File: config.mk
export PLATFORM = sky130hd
export DESIGN_NAME = bk_kbd_ctrl
export DESIGN_NICKNAME = d
export VERILOG_FILES = /design/src/rtl/bk_kbd_ctrl.sv
export SDC_FILE = /design/constraint.sdc
export NUM_CORES = 1
export LEC_CHECK = 0
export BUFFER_PORTS_ARGS = -buffer_cell sky130_fd_sc_hd__buf_2
export CAP_MARGIN = 40
export CORE_MARGIN = 8
export CORE_UTILIZATION = 63
export DETAILED_ROUTE_END_ITERATION = 10
export GPL_ROUTABILITY_DRIVEN = 0
export GPL_TIMING_DRIVEN = 0
export MAX_ROUTING_LAYER = met4
export PLACE_DENSITY = 0.93
export SLEW_MARGIN = 5
export SYNTH_ARGS = -nofsm -noshare
export SYNTH_HDL_FRONTEND = slang
export SYNTH_SLANG_ARGS = --single-unit
File: constraint.sdc
create_clock -name clk -period 4 [get_ports clk]
set_input_delay 0.6 -clock clk [delete_from_list [all_inputs] [get_ports clk]]
set_output_delay 0.6 -clock clk [all_outputs]
set_load 0.05 [all_outputs]
File: src/rtl/bk_kbd_ctrl.sv
// bk_kbd_ctrl: PS/2 receiver and BK key-code decoder; define BK_KBD_FIFO_EN for 4-entry FIFO key storage.
module bk_kbd_ctrl #(
    parameter int TIMEOUT_CYC = 12500
) (
    input  logic       clk,
    input  logic       reset_n,
    input  logic       ps2_clk,
    input  logic       ps2_dat,
    output logic [9:0] keymap_addr,
    input  logic [7:0] keymap_data,
    input  logic       read_kbd,
    output logic       kbd_available,
    output logic [7:0] kbd_data,
    output logic       kbd_ar2,
    output logic       stopkey,
    output logic       keydown,
    output logic       frame_err
);
    localparam int TW = $clog2(TIMEOUT_CYC + 1);
    typedef enum logic [1:0] {IDLE, DATA, PARITY, STOP} rx_state_t;
    rx_state_t state, state_nx;
    logic [2:0] clk_sr;
    logic [1:0] dat_sr;
    logic fall, bit_in, timeout;
    logic [TW-1:0] tmr;
    logic [2:0] bit_cnt, bit_cnt_nx;
    logic [7:0] shreg, shreg_nx;
    logic byte_v, byte_v_nx, ferr_nx;
    logic [2:0] skip, held;
    logic ext, brk, shift, ctrl, alt, lk_v, rd_q, clr, push;
    logic [7:0] code;
    assign fall    = clk_sr[2] & ~clk_sr[1];
    assign bit_in  = dat_sr[1];
    assign timeout = state != IDLE && tmr == TW'(TIMEOUT_CYC);
    always_ff @(posedge clk or negedge reset_n)
        if (!reset_n) begin
            clk_sr    <= '0;
            dat_sr    <= '0;
            tmr       <= '0;
            state     <= IDLE;
            bit_cnt   <= '0;
            shreg     <= '0;
            byte_v    <= 1'b0;
            frame_err <= 1'b0;
        end else begin
            clk_sr    <= {clk_sr[1:0], ps2_clk};
            dat_sr    <= {dat_sr[0], ps2_dat};
            tmr       <= (fall || state == IDLE || timeout) ? '0 : tmr + 1'b1;
            state     <= state_nx;
            bit_cnt   <= bit_cnt_nx;
            shreg     <= shreg_nx;
            byte_v    <= byte_v_nx;
            frame_err <= ferr_nx;
        end
    always_comb begin
        state_nx   = state;
        bit_cnt_nx = bit_cnt;
        shreg_nx   = shreg;
        byte_v_nx  = 1'b0;
        ferr_nx    = 1'b0;
        if (timeout)
            state_nx = IDLE;
        else if (fall)
            case (state)
                IDLE: begin
                    state_nx   = bit_in ? IDLE : DATA;
                    bit_cnt_nx = '0;
                end
                DATA: begin
                    shreg_nx   = {bit_in, shreg[7:1]};
                    bit_cnt_nx = bit_cnt + 3'd1;
                    state_nx   = bit_cnt == 3'd7 ? PARITY : DATA;
                end
                PARITY: begin
                    state_nx = (^shreg ^ bit_in) ? STOP : IDLE;
                    ferr_nx  = ~(^shreg ^ bit_in);
                end
                default: begin
                    state_nx  = IDLE;
                    byte_v_nx = bit_in;
                    ferr_nx   = ~bit_in;
                end
            endcase
    end
    // Prefix/modifier tracking; non-modifier makes launch a one-cycle ROM lookup.
    always_ff @(posedge clk or negedge reset_n)
        if (!reset_n) begin
            skip        <= '0;
            held        <= '0;
            ext         <= 1'b0;
            brk         <= 1'b0;
            shift       <= 1'b0;
            ctrl        <= 1'b0;
            alt         <= 1'b0;
            stopkey     <= 1'b0;
            lk_v        <= 1'b0;
            keymap_addr <= '0;
            rd_q        <= 1'b0;
        end else begin
            lk_v        <= 1'b0;
            keymap_addr <= '0;
            rd_q        <= read_kbd;
            if (byte_v) begin
                if (skip != 3'd0)
                    skip <= skip - 3'd1;
                else if (shreg == 8'hE1)
                    skip <= 3'd7;
                else if (shreg == 8'hE0)
                    ext <= 1'b1;
                else if (shreg == 8'hF0)
                    brk <= 1'b1;
                else begin
                    ext <= 1'b0;
                    brk <= 1'b0;
                    if (shreg == 8'h12 || shreg == 8'h59)
                        shift <= ~brk;
                    else if (shreg == 8'h14)
                        ctrl <= ~brk;
                    else if (shreg == 8'h11)
                        alt <= ~brk;
                    else if (shreg == 8'h07)
                        stopkey <= ~brk;
                    else if (brk)
                        held <= held - 3'(held != 3'd0);
                    else begin
                        held        <= held + 3'(held != 3'd7);
                        keymap_addr <= {shift, ext, shreg};
                        lk_v        <= 1'b1;
                    end
                end
            end
        end
    assign keydown = held != 3'd0;
    assign code    = (ctrl && keymap_data[7:6] == 2'b01) ? (keymap_data & 8'h1F) : keymap_data;
    assign push    = lk_v && code != 8'h00;
    assign clr     = rd_q & ~read_kbd;
`ifdef BK_KBD_FIFO_EN
    logic [8:0] fifo [4];
    logic [1:0] wr_ptr, rd_ptr;
    logic [2:0] cnt;
    logic pop, wr;
    assign pop = clr && cnt != 3'd0;
    assign wr  = push && (cnt != 3'd4 || pop);
    always_ff @(posedge clk or negedge reset_n)
        if (!reset_n) begin
            wr_ptr <= '0;
            rd_ptr <= '0;
            cnt    <= '0;
        end else begin
            wr_ptr <= wr_ptr + 2'(wr);
            rd_ptr <= rd_ptr + 2'(pop);
            cnt    <= cnt + 3'(wr) - 3'(pop);
        end
    always_ff @(posedge clk)
        if (wr)
            fifo[wr_ptr] <= {alt, code};
    assign kbd_available     = cnt != 3'd0;
    assign {kbd_ar2, kbd_data} = kbd_available ? fifo[rd_ptr] : 9'd0;
`else
    logic [8:0] hold;
    logic avail;
    always_ff @(posedge clk or negedge reset_n)
        if (!reset_n) begin
            hold  <= '0;
            avail <= 1'b0;
        end else if (push && (!avail || clr)) begin
            hold  <= {alt, code};
            avail <= 1'b1;
        end else if (clr)
            avail <= 1'b0;
    assign kbd_available     = avail;
    assign {kbd_ar2, kbd_data} = avail ? hold : 9'd0;
`endif
endmodule

## After elaboration in Yosys (flattened, before gate mapping)

Index checks and enable logic that the tools add are counted.

- Multiplexer cells: 44
- Eq/ne operators: 15
- $add $sub $neg: 5
- Reduce and logical (&&, ||, !) cells: 31
- Bitwise operators: 17

Operator list:

| cell | number |
|---|---|
| $mux 10 | 10 |
| $eq 8x5->1 const B | 3 |
| $eq 8x8->1 const B | 3 |
| $mux 1 | 21 |
| $reduce_and 9->1 | 2 |
| $add 14x1->14 const B | 1 |
| $eq 14x14->1 const B | 1 |
| $mux 14 | 1 |
| $not 1->1 | 14 |
| $reduce_bool 2->1 | 5 |
| $mux 3 | 3 |
| $mux 9 | 1 |
| $eq 8x3->1 const B | 1 |
| $eq 8x7->1 const B | 1 |
| $mux 2 | 4 |
| $mux 8 | 1 |
| $reduce_and 4->1 | 2 |
| $reduce_and 8->1 | 1 |
| $reduce_bool 8->1 | 1 |
| $reduce_xor 8->1 | 1 |
| $reduce_and 7->1 | 1 |
| $pmux 2 s3 | 1 |
| $pmux 3 s2 | 1 |
| $reduce_and 3->1 | 2 |
| 21 further kinds | 30 |

- Input port bits: 13
- Logic and storage cells: 133
- Register bits after elaboration: 68
- Output and inout port bits: 23

## Depth between registers and ports, before layout

- Word-level depth: 10
- Depth in mapped cells: 8
- Gate-level depth less buffers: 7

## Least setup slack after synthesis

OpenSTA, ideal clock, no wires.

- Path kind: flip-flop to flip-flop
- Start point: reg held[0]
- End point: reg held[2]
- Stages on the path, launching flop included: 8
- Setup slack: 1.541 ns
- Library setup time: 0.079 ns
- Required time: 3.921 ns
- Period minus slack after synthesis: 2.459 ns
- Arrival: 2.379 ns
- Path buffers: 0
- Cells stage by stage: dfrtp_1 or3_1 mux2_2 ha_1 fa_1 xnor2_1 nor4_1 xor2_1

- Cells in the longest elaborated chain, start to end: 3
- Elaborated cells between the ends (all ways): 5
- Classes of those cells: 2 x add/sub; 1 x eq/ne; 1 x mux; 1 x reduce/logical

Ends and longest elaborated chain:

| item | line | source |
|---|---|---|
| start, declared | 29 | `logic [2:0] skip, held;` |
| start signal, assigned | 124 | `held <= held - 3'(held != 3'd0);` |
| start signal, assigned | 126 | `held <= held + 3'(held != 3'd7);` |
| $reduce_bool 3->1 | n/a |  |
| via keydown | 16 | `output logic keydown,` |
| $sub 3x1->3 | 124 |  |
| $mux 3 | 123 | `else if (brk)` |

The timed path passes the listed nets, and every way through them passes these cells.
A chain may end at the register's enable or synchronous reset.

## Final worst setup path

- Start point: reg held[0]
- End point: reg held[2]

- Cells in the longest elaborated chain, start to end: 3
- Elaborated cells between the ends (all ways): 5
- Classes of those cells: 2 x add/sub; 1 x eq/ne; 1 x mux; 1 x reduce/logical

Ends and longest elaborated chain:

| item | line |
|---|---|
| $ne 3x3->1 / $reduce_bool 3->1 (equally long branches) | 126, 124 |
| $add 3x1->3 / $sub 3x1->3 (equally long branches) | 126, 124 |
| $mux 3 * | 123 |

Every way passes the cells marked *; elsewhere a longest branch is shown, timed or not.

==> results.toml <==
[clock_network]
cts_inserted_buffers = 9
cts.sink_count = 68
cts.reportedPaths.clkPinSlew_ns = 0.07
clock_tree.htree_level_count = 3
cts_buffer_depth = 2
cts-root-buf = "sky130_fd_sc_hd__clkbuf_8"
ctsResizeCount = 0
hold_buffer_count_at_cts = 0
clock_latency_ns = 0.34
cts_setup_buffers = 0
tritoncts = "built"

[routing]
route.detailed.vias_per_inst = 5.66
drtAntennaViolNets = 0
detail_route.drc_violations = 0
dr_total_vias = 2415
route.detailed.wl_per_inst_um = 15.5
drt_first_iter_violations = 107
route.final.wire_length_um = 6630
dr.pass1.iters = 4

[floorplanning]
fp-row-count = 26
die_y_um = 89.1
die-area_mm2 = 0.00794
die_w_um = 89.1
ios = 36
core_region_area_mm2 = 0.00514
initial_core_util = 0.655

[synth]
yosysWarnings = 0
synth_cell_type_count = 49
async_flop_share = 1.00
ys_ff_latch = 68
synth.cell_area_mm2 = 0.00336
number_of_flops_mapped_to_enable_cells_by_yosys = 0
synthesized_instance_count = 305
synthesis.nets = 340
dominantRegCellSynth = "sky130_fd_sc_hd__dfrtp_1"
syn-mean-instance-area_um2 = 11.0
synth_seq_area_share = 0.506

[sta]
grt_setup_unrepaired = "false"
clock.fmax_ghz = 0.428
timing.final.hold_violations = 0
finalSetupViolations = 0
worst_slew_margin_rel = 0.432
maxSlewViolCount = 0
period_needed_ns = 2.33
fin_worst_skew_ns = 0.00618
tightestPinTransition_ns = 0.849
fin_tns_setup_ns = 0
period_share = 0.584

[grt]
grt.total_usage = 0.190
largest_net_degree_at_the_start_of_global_routing = 69
first_global_vias = 2514
antenna_found_initial = 0
global_route.overflow_total = 0
grt_first_pass_wirelength_um = 11400

[critical_path]
setup.reg_to_reg.worst_slack_ns = 1.67
worst_setup_path_end_kind = "register"
crit_fanout = 4
crit_path_top_delay_cell = "sky130_fd_sc_hd__dfrtp_1"
timing.critical_path.from_type = "register"
timing.critical_path.cells = "or3_1, mux2_2, ha_1, fa_1, xnor2_1, nor4_1, xor2_1"
worst_r2r_path_depth = 7
critPathMaxStageDelay_ns = 0.41
r2r-end = "held[2]$_DFFE_PN0P_"
timing.critical_path.arrival_ns = 2.60
critical_path.reg2reg.startpoint = "held[0]$_DFFE_PN0P_"
required_ns = 4.26
worstSetupPathType = "register to register"

[status]
run_status = "finished, final reports clean"

[placement]
buffer_ports.inserted = 35
dp.final_hpwl_um = 4710

[layout]
nets = 387
final_cell_mix = "sky130_fd_sc_hd__dfrtp_1, sky130_fd_sc_hd__buf_2, sky130_fd_sc_hd__inv_1"
insertedDiodeCount = 0
post_layout_util = 0.746
final_common_cell = "sky130_fd_sc_hd__dfrtp_1"
final_layout_size_suffix_gt1_frac = 0.193
area_growth_from_synthesis_to_layout_pct = 14.0

[pwr]
power_leakage_nw = 1.90
worst_ir_drop_vdd_v = 0.000393
power_density_mw_per_mm2 = 509

[job]
maxCapViolations = 0

[min_path]
hold_path.class = "input pin to asynchronous set/reset pin"
-- Yosys cell counts (all sizes together), types with 8 or more instances --
library cell  count  area, µm²
nand2            22       82.6
mux2             12        135
and2             15       93.8
nand3            12       72.6
ha               21        263
xor2              9       78.8
inv              23       86.3
mux2i            11        110
o21ai             8       40.0
nor2             20       75.1
dfrtp            68       1700
-- critical path, delay by kind of cell, from the launching register on --
| kind | cells | cell delay [ns] |
|---|---|---|
| xor+xnor | 2 | 0.33 |
| flops | 1 | 0.41 |
| simple gates | 2 | 0.65 |
| mux | 1 | 0.27 |
| fa+ha+maj | 2 | 0.57 |
-- where the power goes --
group	total [mW]	internal [mW]	switching [mW]	leakage, nW
logic	0.549	0.241	0.308	0.897
registers	0.852	0.772	0.0798	0.901
clock network	0.552	0.311	0.241	0.103
total	1.95	1.32	0.629	1.90
-- sequential cells by signal, indices dropped and copies added (netlist names), 3 cells and up --
signal	cells
bit_cnt	3
clk_sr	3
held	3
hold	9
keymap_addr	10
shreg	8
skip	3
tmr	14
-- area by class of cell --
cell class / instances / area (µm²)
inverter: 23 / 86.3
timing repair buffer: 36 / 183
buffer: 5 / 28.8
tap: 70 / 87.6
fill: 370 / 1310
clock buffer: 16 / 200
multi-input combinational: 209 / 1550
sequential: 68 / 1700
-- routing by layer --
layer | share of wire | global-route usage
met2 | 0.49 | 0.314
met1 | 0.44 | 0.217
met4 | 0.013 | 0.0680
met3 | 0.065 | 0.0506
met5 | 0 | -
-- worst max-delay path by stage --
stage | startpoint | endpoint | depth (start not counted)
floorplan | held[0]$_DFFE_PN0P_ | held[2]$_DFFE_PN0P_ | 7
global placement | shreg[4]$_DFFE_PN0P_ | keymap_addr[1]$_DFF_PN0_ | 6
detailed placement | keymap_data[0] | hold[0]$_DFFE_PN0P_ | 5
CTS | held[0]$_DFFE_PN0P_ | held[2]$_DFFE_PN0P_ | 7
global route | held[0]$_DFFE_PN0P_ | held[2]$_DFFE_PN0P_ | 7
finish | held[0]$_DFFE_PN0P_ | held[2]$_DFFE_PN0P_ | 7
-- kinds of logic (layout without fill, tap and decap cells) --
kind of cell	Yosys count	in the layout	share of synthesized area
flops	68	68	0.506
fa+ha+maj	22	22	0.0840
compound gates	35	35	0.0707
mux	23	23	0.0729
simple gates	115	115	0.192
buf+inv	28	80	0.0342
xor+xnor	14	14	0.0405
-- per-stage QoR --
step	hold slack, ns	power (mW)	cells	area (µm²)	setup slack, ns
2_1_floorplan	0.304	1.27	305	3360	1.54
3_3_place_gp	0.335	1.37	410	3630	1.49
4_1_cts	0.348	1.96	427	3830	1.67
6_report	0.352	1.95	427	3830	1.67
5_1_grt	0.350	2.07	427	3830	1.48
3_5_place_dp	0.339	1.41	411	3630	1.67
No activity file was read; power rests on OpenSTA's default activity.
